## config.mk

```make
export PLATFORM = sky130hd
export DESIGN_NAME = conv_stream_sequencer
export DESIGN_NICKNAME = d
export VERILOG_FILES = /design/src/rtl/conv_stream_sequencer.sv
export SDC_FILE = /design/constraint.sdc
export NUM_CORES = 1
export LEC_CHECK = 0
export CORE_MARGIN = 8
export CORE_UTILIZATION = 30
export DETAILED_ROUTE_END_ITERATION = 8
export SLEW_MARGIN = 20
export SYNTH_ARGS = -nofsm -noshare
export SYNTH_HDL_FRONTEND = slang
export SYNTH_SLANG_ARGS = --single-unit
```

## constraint.sdc

```tcl
create_clock -name clk -period 2 [get_ports clk]
set_input_delay 0.3 -clock clk [delete_from_list [all_inputs] [get_ports clk]]
set_output_delay 0.3 -clock clk [all_outputs]
set_load 0.05 [all_outputs]
```

## src/rtl/conv_stream_sequencer.sv

```systemverilog
// Frame sequencer feeding a conv_layer input stream: paced ready/valid intake, line/frame framing
// and per-line gating on the output-FIFO almost-full flag. Optional stall counter: CONV_SEQ_STALL_STAT_EN.

module conv_stream_sequencer #(
  parameter int unsigned DATA_WIDTH  = 8,
  parameter int unsigned STRING_LEN  = 224,
  parameter int unsigned CHANNEL_NUM = 3,
  parameter int unsigned STRING_NUM  = 224,
  parameter int unsigned HOLD_DATA   = 16
) (
  input  logic                         clk,
  input  logic                         reset,
  input  logic                         start_i,
  output logic                         busy_o,
  output logic                         done_o,
  input  logic [DATA_WIDTH-1:0]        src_data_i,
  input  logic                         src_valid_i,
  output logic                         src_ready_o,
  input  logic                         ddr_fifo_afull_i,
  output logic signed [DATA_WIDTH-1:0] data_o,
  output logic                         data_valid_o,
  output logic                         sop_o,
  output logic                         eop_o,
  output logic                         sof_o,
  output logic                         eof_o
`ifdef CONV_SEQ_STALL_STAT_EN
  ,
  output logic [31:0]                  stall_cnt_o
`endif
);

  localparam int unsigned WORDS_PER_LINE = STRING_LEN * CHANNEL_NUM;
  localparam int unsigned WORD_W         = $clog2(WORDS_PER_LINE) + 1;
  localparam int unsigned LINE_W         = $clog2(STRING_NUM) + 1;
  localparam int unsigned HOLD_W         = $clog2(HOLD_DATA) + 1;

  localparam logic [WORD_W-1:0] WORD_LAST = WORD_W'(WORDS_PER_LINE - 1);
  localparam logic [LINE_W-1:0] LINE_LAST = LINE_W'(STRING_NUM - 1);
  localparam logic [HOLD_W-1:0] HOLD_LOAD = HOLD_W'(HOLD_DATA - 1);

  typedef enum logic [1:0] {
    S_IDLE,
    S_WAIT_LINE,
    S_STREAM,
    S_DONE
  } state_t;

  state_t                  r_state;
  logic [WORD_W-1:0]       r_word_cnt;
  logic [LINE_W-1:0]       r_line_cnt;
  logic [HOLD_W-1:0]       r_hold_cnt;
  logic                    r_busy;
  logic                    r_done;
  logic                    r_valid;
  logic                    r_sop;
  logic                    r_eop;
  logic                    r_sof;
  logic                    r_eof;
  logic [DATA_WIDTH-1:0]   r_data;

  logic w_ready;
  logic w_accept;
  logic w_start;
  logic w_word_first;
  logic w_word_last;
  logic w_line_first;
  logic w_line_last;

  assign w_ready      = (r_state == S_STREAM) && (r_hold_cnt == '0);
  assign w_accept     = w_ready && src_valid_i;
  assign w_start      = (r_state == S_IDLE) && start_i;
  assign w_word_first = (r_word_cnt == '0);
  assign w_word_last  = (r_word_cnt == WORD_LAST);
  assign w_line_first = (r_line_cnt == '0);
  assign w_line_last  = (r_line_cnt == LINE_LAST);

  // Beat pacing: reload on every accepted word, count down to zero in any state
  always_ff @(posedge clk) begin
    if (reset) begin
      r_hold_cnt <= '0;
    end else if (w_accept) begin
      r_hold_cnt <= HOLD_LOAD;
    end else if (r_hold_cnt != '0) begin
      r_hold_cnt <= r_hold_cnt - HOLD_W'(1);
    end
  end

  // Word/line position within the frame
  always_ff @(posedge clk) begin
    if (reset) begin
      r_word_cnt <= '0;
      r_line_cnt <= '0;
    end else if (w_start) begin
      r_word_cnt <= '0;
      r_line_cnt <= '0;
    end else if (w_accept) begin
      if (w_word_last) begin
        r_word_cnt <= '0;
        r_line_cnt <= w_line_last ? '0 : r_line_cnt + LINE_W'(1);
      end else begin
        r_word_cnt <= r_word_cnt + WORD_W'(1);
      end
    end
  end

  // Output beat: one cycle after acceptance; data holds between beats
  always_ff @(posedge clk) begin
    if (reset) begin
      r_valid <= 1'b0;
      r_sop   <= 1'b0;
      r_eop   <= 1'b0;
      r_sof   <= 1'b0;
      r_eof   <= 1'b0;
      r_data  <= '0;
    end else begin
      r_valid <= w_accept;
      r_sop   <= w_accept && w_word_first;
      r_eop   <= w_accept && w_word_last;
      r_sof   <= w_accept && w_word_first && w_line_first;
      r_eof   <= w_accept && w_word_last && w_line_last;
      if (w_accept) begin
        r_data <= src_data_i;
      end
    end
  end

  // Frame control; afull only gates the start of a line, never a line in progress
  always_ff @(posedge clk) begin
    if (reset) begin
      r_state <= S_IDLE;
      r_busy  <= 1'b0;
      r_done  <= 1'b0;
    end else begin
      r_done <= 1'b0;
      case (r_state)
        S_IDLE: begin
          if (start_i) begin
            r_state <= S_WAIT_LINE;
            r_busy  <= 1'b1;
          end
        end
        S_WAIT_LINE: begin
          if (!ddr_fifo_afull_i) begin
            r_state <= S_STREAM;
          end
        end
        S_STREAM: begin
          if (w_accept && w_word_last) begin
            if (w_line_last) begin
              r_state <= S_DONE;
              r_done  <= 1'b1;
            end else begin
              r_state <= S_WAIT_LINE;
            end
          end
        end
        S_DONE: begin
          r_state <= S_IDLE;
          r_busy  <= 1'b0;
        end
        default: begin
          r_state <= S_IDLE;
          r_busy  <= 1'b0;
        end
      endcase
    end
  end

`ifdef CONV_SEQ_STALL_STAT_EN
  logic [31:0] r_stall_cnt;

  // Cycles spent blocked by afull at a line start, saturating
  always_ff @(posedge clk) begin
    if (reset) begin
      r_stall_cnt <= '0;
    end else if (w_start) begin
      r_stall_cnt <= '0;
    end else if ((r_state == S_WAIT_LINE) && ddr_fifo_afull_i && (r_stall_cnt != '1)) begin
      r_stall_cnt <= r_stall_cnt + 32'd1;
    end
  end

  assign stall_cnt_o = r_stall_cnt;
`endif

  assign src_ready_o  = w_ready;
  assign busy_o       = r_busy;
  assign done_o       = r_done;
  assign data_o       = r_data;
  assign data_valid_o = r_valid;
  assign sop_o        = r_sop;
  assign eop_o        = r_eop;
  assign sof_o        = r_sof;
  assign eof_o        = r_eof;

endmodule

```

; ---- Word-level counts from Yosys, hierarchy flattened
; Cells that the tools add are included.
[totals]
elab_cells = 58
ff_bits = 42
out_inout_bits = 16
input_bits = 13
[op_classes]
muxes = 12
addsub = 3
n_eq_ne = 8
n_reduce_logical = 20
bitwise_logic = 2
[ops]
columns = cell, count
row1 = $add A11 B1 Y11 const B, 1
row2 = $eq A11 B10 Y1 const B, 1
row3 = $logic_not A11 Y1, 1
row4 = $mux W11, 1
row5 = $add A9 B1 Y9 const B, 1
row6 = $eq A9 B8 Y1 const B, 1
row7 = $logic_not A9 Y1, 1
row8 = $mux W9, 1
row9 = $mux W2, 4
row10 = $mux W4, 2
row11 = $pmux W2 S4, 1
row12 = $logic_and A1 B1 Y1, 7
row13 = $logic_not A5 Y1, 1
row14 = $reduce_bool A5 Y1, 1
row15 = $sub A5 B1 Y5 const B, 1
row16 = $eq A2 B2 Y1 const B, 2
row17 = $ne A2 B2 Y1 const B, 2
row18 = $reduce_and A2 Y1, 2
row19 = $reduce_bool A2 Y1, 2
row20 = $reduce_or A2 Y1, 2
row21 = $reduce_and A3 Y1, 1
row22 = $reduce_or A3 Y1, 1
row23 = $eq A2 B1 Y1 const B, 1
row24 = $logic_not A2 Y1, 1
row25 = 4 further kinds, 6

; ---- Longest topological paths before layout
[logic_depth]
depth_word = 6
ltp_mapped = 8
depth_no_buf = 6

; ---- Least setup slack after synthesis
; No wires, ideal clock.
[synth_timing]
kind = register -> register
startpoint = reg r_hold_cnt[0]
endpoint = reg r_word_cnt[9]
setup_ns = 0.073
stages_incl_launch_ff = 8
path_slack_ns = -0.214
t_arrival_ns = 2.141
cell_sequence = dfxtp_1 -> inv_1 -> ha_1 -> or4b_1 -> buf_2 -> or3_1 -> or4_1 -> a21oi_1
[synth_via]
elab_chain_len = 3
[synth_lines]
columns = item, line_no
row1 = from (decl), 51  ; logic [HOLD_W-1:0] r_hold_cnt;
row2 = from (signal assigned), 84  ; r_hold_cnt <= r_hold_cnt - HOLD_W'(1);
row3 = $logic_not A5 Y1, 69  ; assign w_ready = (r_state == S_STREAM) && (r_hold_cnt == '0);
row4 = $logic_and A1 B1 Y1, 69
row5 = $logic_and A1 B1 Y1, 70  ; assign w_accept = w_ready && src_valid_i;
row6 = to (signal assigned), 101  ; r_word_cnt <= r_word_cnt + WORD_W'(1);
row7 = to (decl), 49  ; logic [WORD_W-1:0] r_word_cnt;
; Every way passes these cells.
; A chain may end at the register's enable or synchronous reset.

; ---- Final worst setup path
[layout_timing]
startpoint = reg r_hold_cnt[0]
endpoint = out src_ready_o
[layout_via]
elab_chain_len = 2
[layout_lines]
columns = item, line_no
row1 = $logic_not A5 Y1, 69
row2 = $logic_and A1 B1 Y1, 69
row3 = to (decl), 18  ; output logic src_ready_o,
; Every way passes these cells.

==> results by group <==
Synth
  • Async set-or-reset flop fraction in the synthesized netlist: 0%
  • Xor/xnor share of the synthesized area: 3.60%
  • Multiplexer share of the synthesized area: 1.03%
  • Simple-gate share of the synthesized area: 29.6%
  • Mapped Area: 1950 sq um
  • Largest family of logic cells by synthesized area: simple AND/OR/NAND/NOR gates
  • Top_reg_cell synth: dfxtp_1
  • Post-synth EDFFs: 0
  • Yosys warnings: 0
  • Yosys cell types: 41
  • Syn Inst Count: 236
  • Post-synthesis compound-gate area fraction: 14.3%
  • Area share of fa/ha/maj cells after synthesis: 3.86%
  • Avg Cell Area, Syn: 8.24 sq um
  • Post-Syn Nets: 255
  • Sequential share of the synthesized area: 43.2%
  • Seq cells post-synth: 42

Floorplan
  • DIE WIDTH: 96.5 um
  • DIE AREA: 9320 sq um
  • Core Area: 6310 sq um
  • Rows: 29
  • Die Y: 96.5 um
  • Initial core utilization: 30.8%
  • Boundary pin count: 29

Global routing
  • Gr usage total: 11.2%
  • Largest net degree at the start of global routing: 22
  • Initial antenna violation count: 0
  • First-pass GRT wire length: 8280 um
  • Grt ovf: 0
  • Vias in the first global route: 1,804

Timing
  • Final hold violation count: 0
  • Slew Limit Fails: 0
  • Period utilization: 101%
  • Minimum clock period: 2.02 ns
  • Relative slew slack: 65.1%
  • Post-Route Setup TNS: -0.0459 ns
  • Setup Skew: 0.0119 ns
  • Fmax achieved: 495 MHz
  • Worst Slack Setup Final: -0.0200 ns
  • RSZ-0062 raised after global routing: true
  • Final setup violation count: 3
  • Worst Tran Pin Value: 0.522 ns

Setup path
  • Arrival time worst endpoint: 1.72 ns
  • Crit path capture type: output port
  • Worst-path fanout max: 9
  • Crit path from: r_hold_cnt[0]
  • Crit path launch type: register
  • Critical path class: reg -> out
  • WP data required: 1.70 ns
  • Critical R2R Launch: r_hold_cnt[0]

Place
  • Post-Place Setup Slack: -0.00702 ns
  • I/O Buffers: 28
  • GPL Wtd Cong: 0.848
  • HPWL after DPL: 3620 um

Finish
  • Nets@finish: 302
  • Fillers: 657
  • FF+latch area: 843 sq um
  • Antenna diode count: 0
  • Share of layout cells above drive strength 1: 16.5%
  • Area of the multi-input gates: 1070 sq um
  • Synth-to-Final Area Change: 35.1%
  • Post-layout util: 41.6%

Clock network
  • Root Buffer Master: clkbuf_8
  • Sink Count: 42
  • Clock Tree Buf Depth: 2
  • CTS Buf Count: 5
  • Worst skew pair latency: 0.28 ns
  • CTS tree: done
  • CTS clk-pin slew, worst paths: 0.08 ns
  • CTS H-tree depth: 2

Status
  • Status: complete, but fails checks
  • Failing checks: negative setup slack

Routing
  • Via/cell ratio: 5.17
  • Routed vias: 1,867
  • Drt wl/cell: 13.7 um
  • Antenna Violating Nets Remaining: 0
  • DR DRC count: 0
  • Detailed Routing Iterations Pass 1: 4
  • Routed WL: 4940 um
  • DRT iter0 DRCs: 108

Flow run
  • Max-cap violations: 0

Power and ir drop
  • Combinational Power Share: 27.0%
  • Leakage Power: 0.886 nW
  • Clk network pwr share: 29.9%
  • Sw Pwr: 0.618 mW
  • Peak VDD IR: 0.000551 V
  • Reg power frac: 43.1%
  • Switch share: 28.5%
  • Internal power: 1.55 mW
  • Power Dens Cells: 826 nW/um^2

Worst hold path
  • Hold crit path type: reg -> reg
  • Min-delay src: data_o[2]
[layout make-up]
| class | count | share of cell area (%) |
|---|---|---|
| multi-input cells | 172 | 40.8 |
| flip-flops and latches | 42 | 32.1 |
| repair buffers | 52 | 17.9 |
| well taps | 77 | 3.66 |
| clock buffers | 7 | 2.90 |
| inverters | 10 | 1.43 |
| clock inverters | 1 | 1.14 |
[worst max-delay path: stages (launching register included)]
cell and delay, ns:
dfxtp_2 0.33, inv_2 0.07, ha_4 0.13, or4b_4 0.48
buf_6 0.17, nor2_4 0.12, buf_12 0.14
[routing by layer]
layer | GRT usage [%] | vias to the layer above | share of wire (%)
met5 | 0 | - | 0
met4 | 3.15 | 0 | 0.77
met3 | 5.26 | 2 | 10
met2 | 17.7 | 72 | 44
met1 | 13.2 | 847 | 45
li1 | - | 946 | -
[repair_timing]
item | 4_1_cts | 5_1_grt
gates cloned | 0 | 1
setup buffers | 1 | 3
hold buffers | 0 | 0
setup endpoints to repair | 2 | 19
gates resized for setup | 3 | 8
pin swaps | 0 | 2
[flip-flops by register name, summed over array words and instances, names as in the netlist]
name          count
eof_o             1
r_state           2
eop_o             1
sop_o             1
done_o            1
r_line_cnt        9
data_o            8
sof_o             1
data_valid_o      1
r_hold_cnt        5
r_word_cnt       11
busy_o            1
[per-stage QoR]
stage | instance area (sq um) | instances | hold slack, ns | total power [mW]
floorplan | 1970 | 236 | 0.436 | 1.33
global placement | 2450 | 348 | 0.441 | 1.47
detailed placement | 2450 | 348 | 0.446 | 1.48
CTS | 2570 | 357 | 0.457 | 2.17
global route | 2630 | 361 | 0.475 | 2.31
finish | 2630 | 361 | 0.454 | 2.17
[worst paths after layout]
check	end	slack, ns	cells past startpoint
max	src_ready_o	-0.02	6
min	data_o[2]	0.45	2
max reg2reg	r_word_cnt[9]	-0.02	6
min reg2reg	data_o[2]	0.45	2
[power by group through the flow]
stage                     sequential, mW  combinational [mW]  clock [mW]
final                              0.935               0.586       0.650
after global routing               0.944               0.658       0.703
after CTS                          0.934               0.566       0.673
after detailed placement           0.953               0.531           0
after global placement             0.952               0.522           0
after floorplan                    0.967               0.359           0
[cell families (layout without fill, tap and decap cells)]
group                    count (synthesis)  after routing
AND/OR/NAND/NOR                        110            110
AO/OA/AOI/OAI                           46             46
flip-flops                              42             42
buffers and inverters                   22             70
XOR/XNOR                                 8              8
adder cells (fa/ha/maj)                  6              6
multiplexers                             2              2
[Yosys cell counts, types with 2 or more instances]
| library cell | n | share of area (%) |
|---|---|---|
| dfxtp_1 | 42 | 43 |
| nand2_1 | 29 | 5.6 |
| a21oi_1 | 24 | 6.2 |
| nor2_1 | 15 | 2.9 |
| nand3_1 | 13 | 3.3 |
| clkbuf_1 | 11 | 2.1 |
| inv_1 | 10 | 1.9 |
| nor3_1 | 10 | 2.6 |
| nor4_1 | 9 | 2.9 |
| or3_1 | 8 | 2.6 |
| ha_1 | 6 | 3.9 |
| nand4_1 | 6 | 1.9 |
| o21ai_0 | 6 | 1.5 |
| xnor2_1 | 6 | 2.7 |
| and3_1 | 4 | 1.3 |
| o31ai_1 | 4 | 1.5 |
| or4_1 | 4 | 1.5 |
| a32o_1 | 2 | 1.0 |
| mux2i_1 | 2 | 1.0 |
| nor4b_1 | 2 | 0.90 |
| or2_2 | 2 | 0.64 |
| xor2_1 | 2 | 0.90 |
[cells in the final DEF (no fill, tap or decap), types with 2 or more instances in the layout]
| master | Yosys | final |
|---|---|---|
| dfxtp_1 | 42 | 40 |
| nand2_1 | 29 | 29 |
| clkdlybuf4s50_1 | 0 | 27 |
| a21oi_1 | 24 | 22 |
| buf_4 | 0 | 22 |
| nor2_1 | 15 | 14 |
| nand3_1 | 13 | 13 |
| nor4_1 | 9 | 9 |
| nor3_1 | 10 | 9 |
| inv_1 | 10 | 8 |
| or3_1 | 8 | 7 |
| nand4_1 | 6 | 6 |
| xnor2_1 | 6 | 6 |
| o21ai_0 | 6 | 6 |
| ha_1 | 6 | 5 |
| clkbuf_8 | 0 | 5 |
| and3_1 | 4 | 4 |
| o31ai_1 | 4 | 4 |
| or4_1 | 4 | 3 |
| inv_2 | 0 | 2 |
| mux2i_1 | 2 | 2 |
| nor4b_1 | 2 | 2 |
| or2_2 | 2 | 2 |
| xor2_1 | 2 | 2 |
| a32o_1 | 2 | 2 |
| a21oi_2 | 0 | 2 |
| clkbuf_1 | 11 | 2 |
| dfxtp_2 | 0 | 2 |
(Power assumes the default switching activity.)
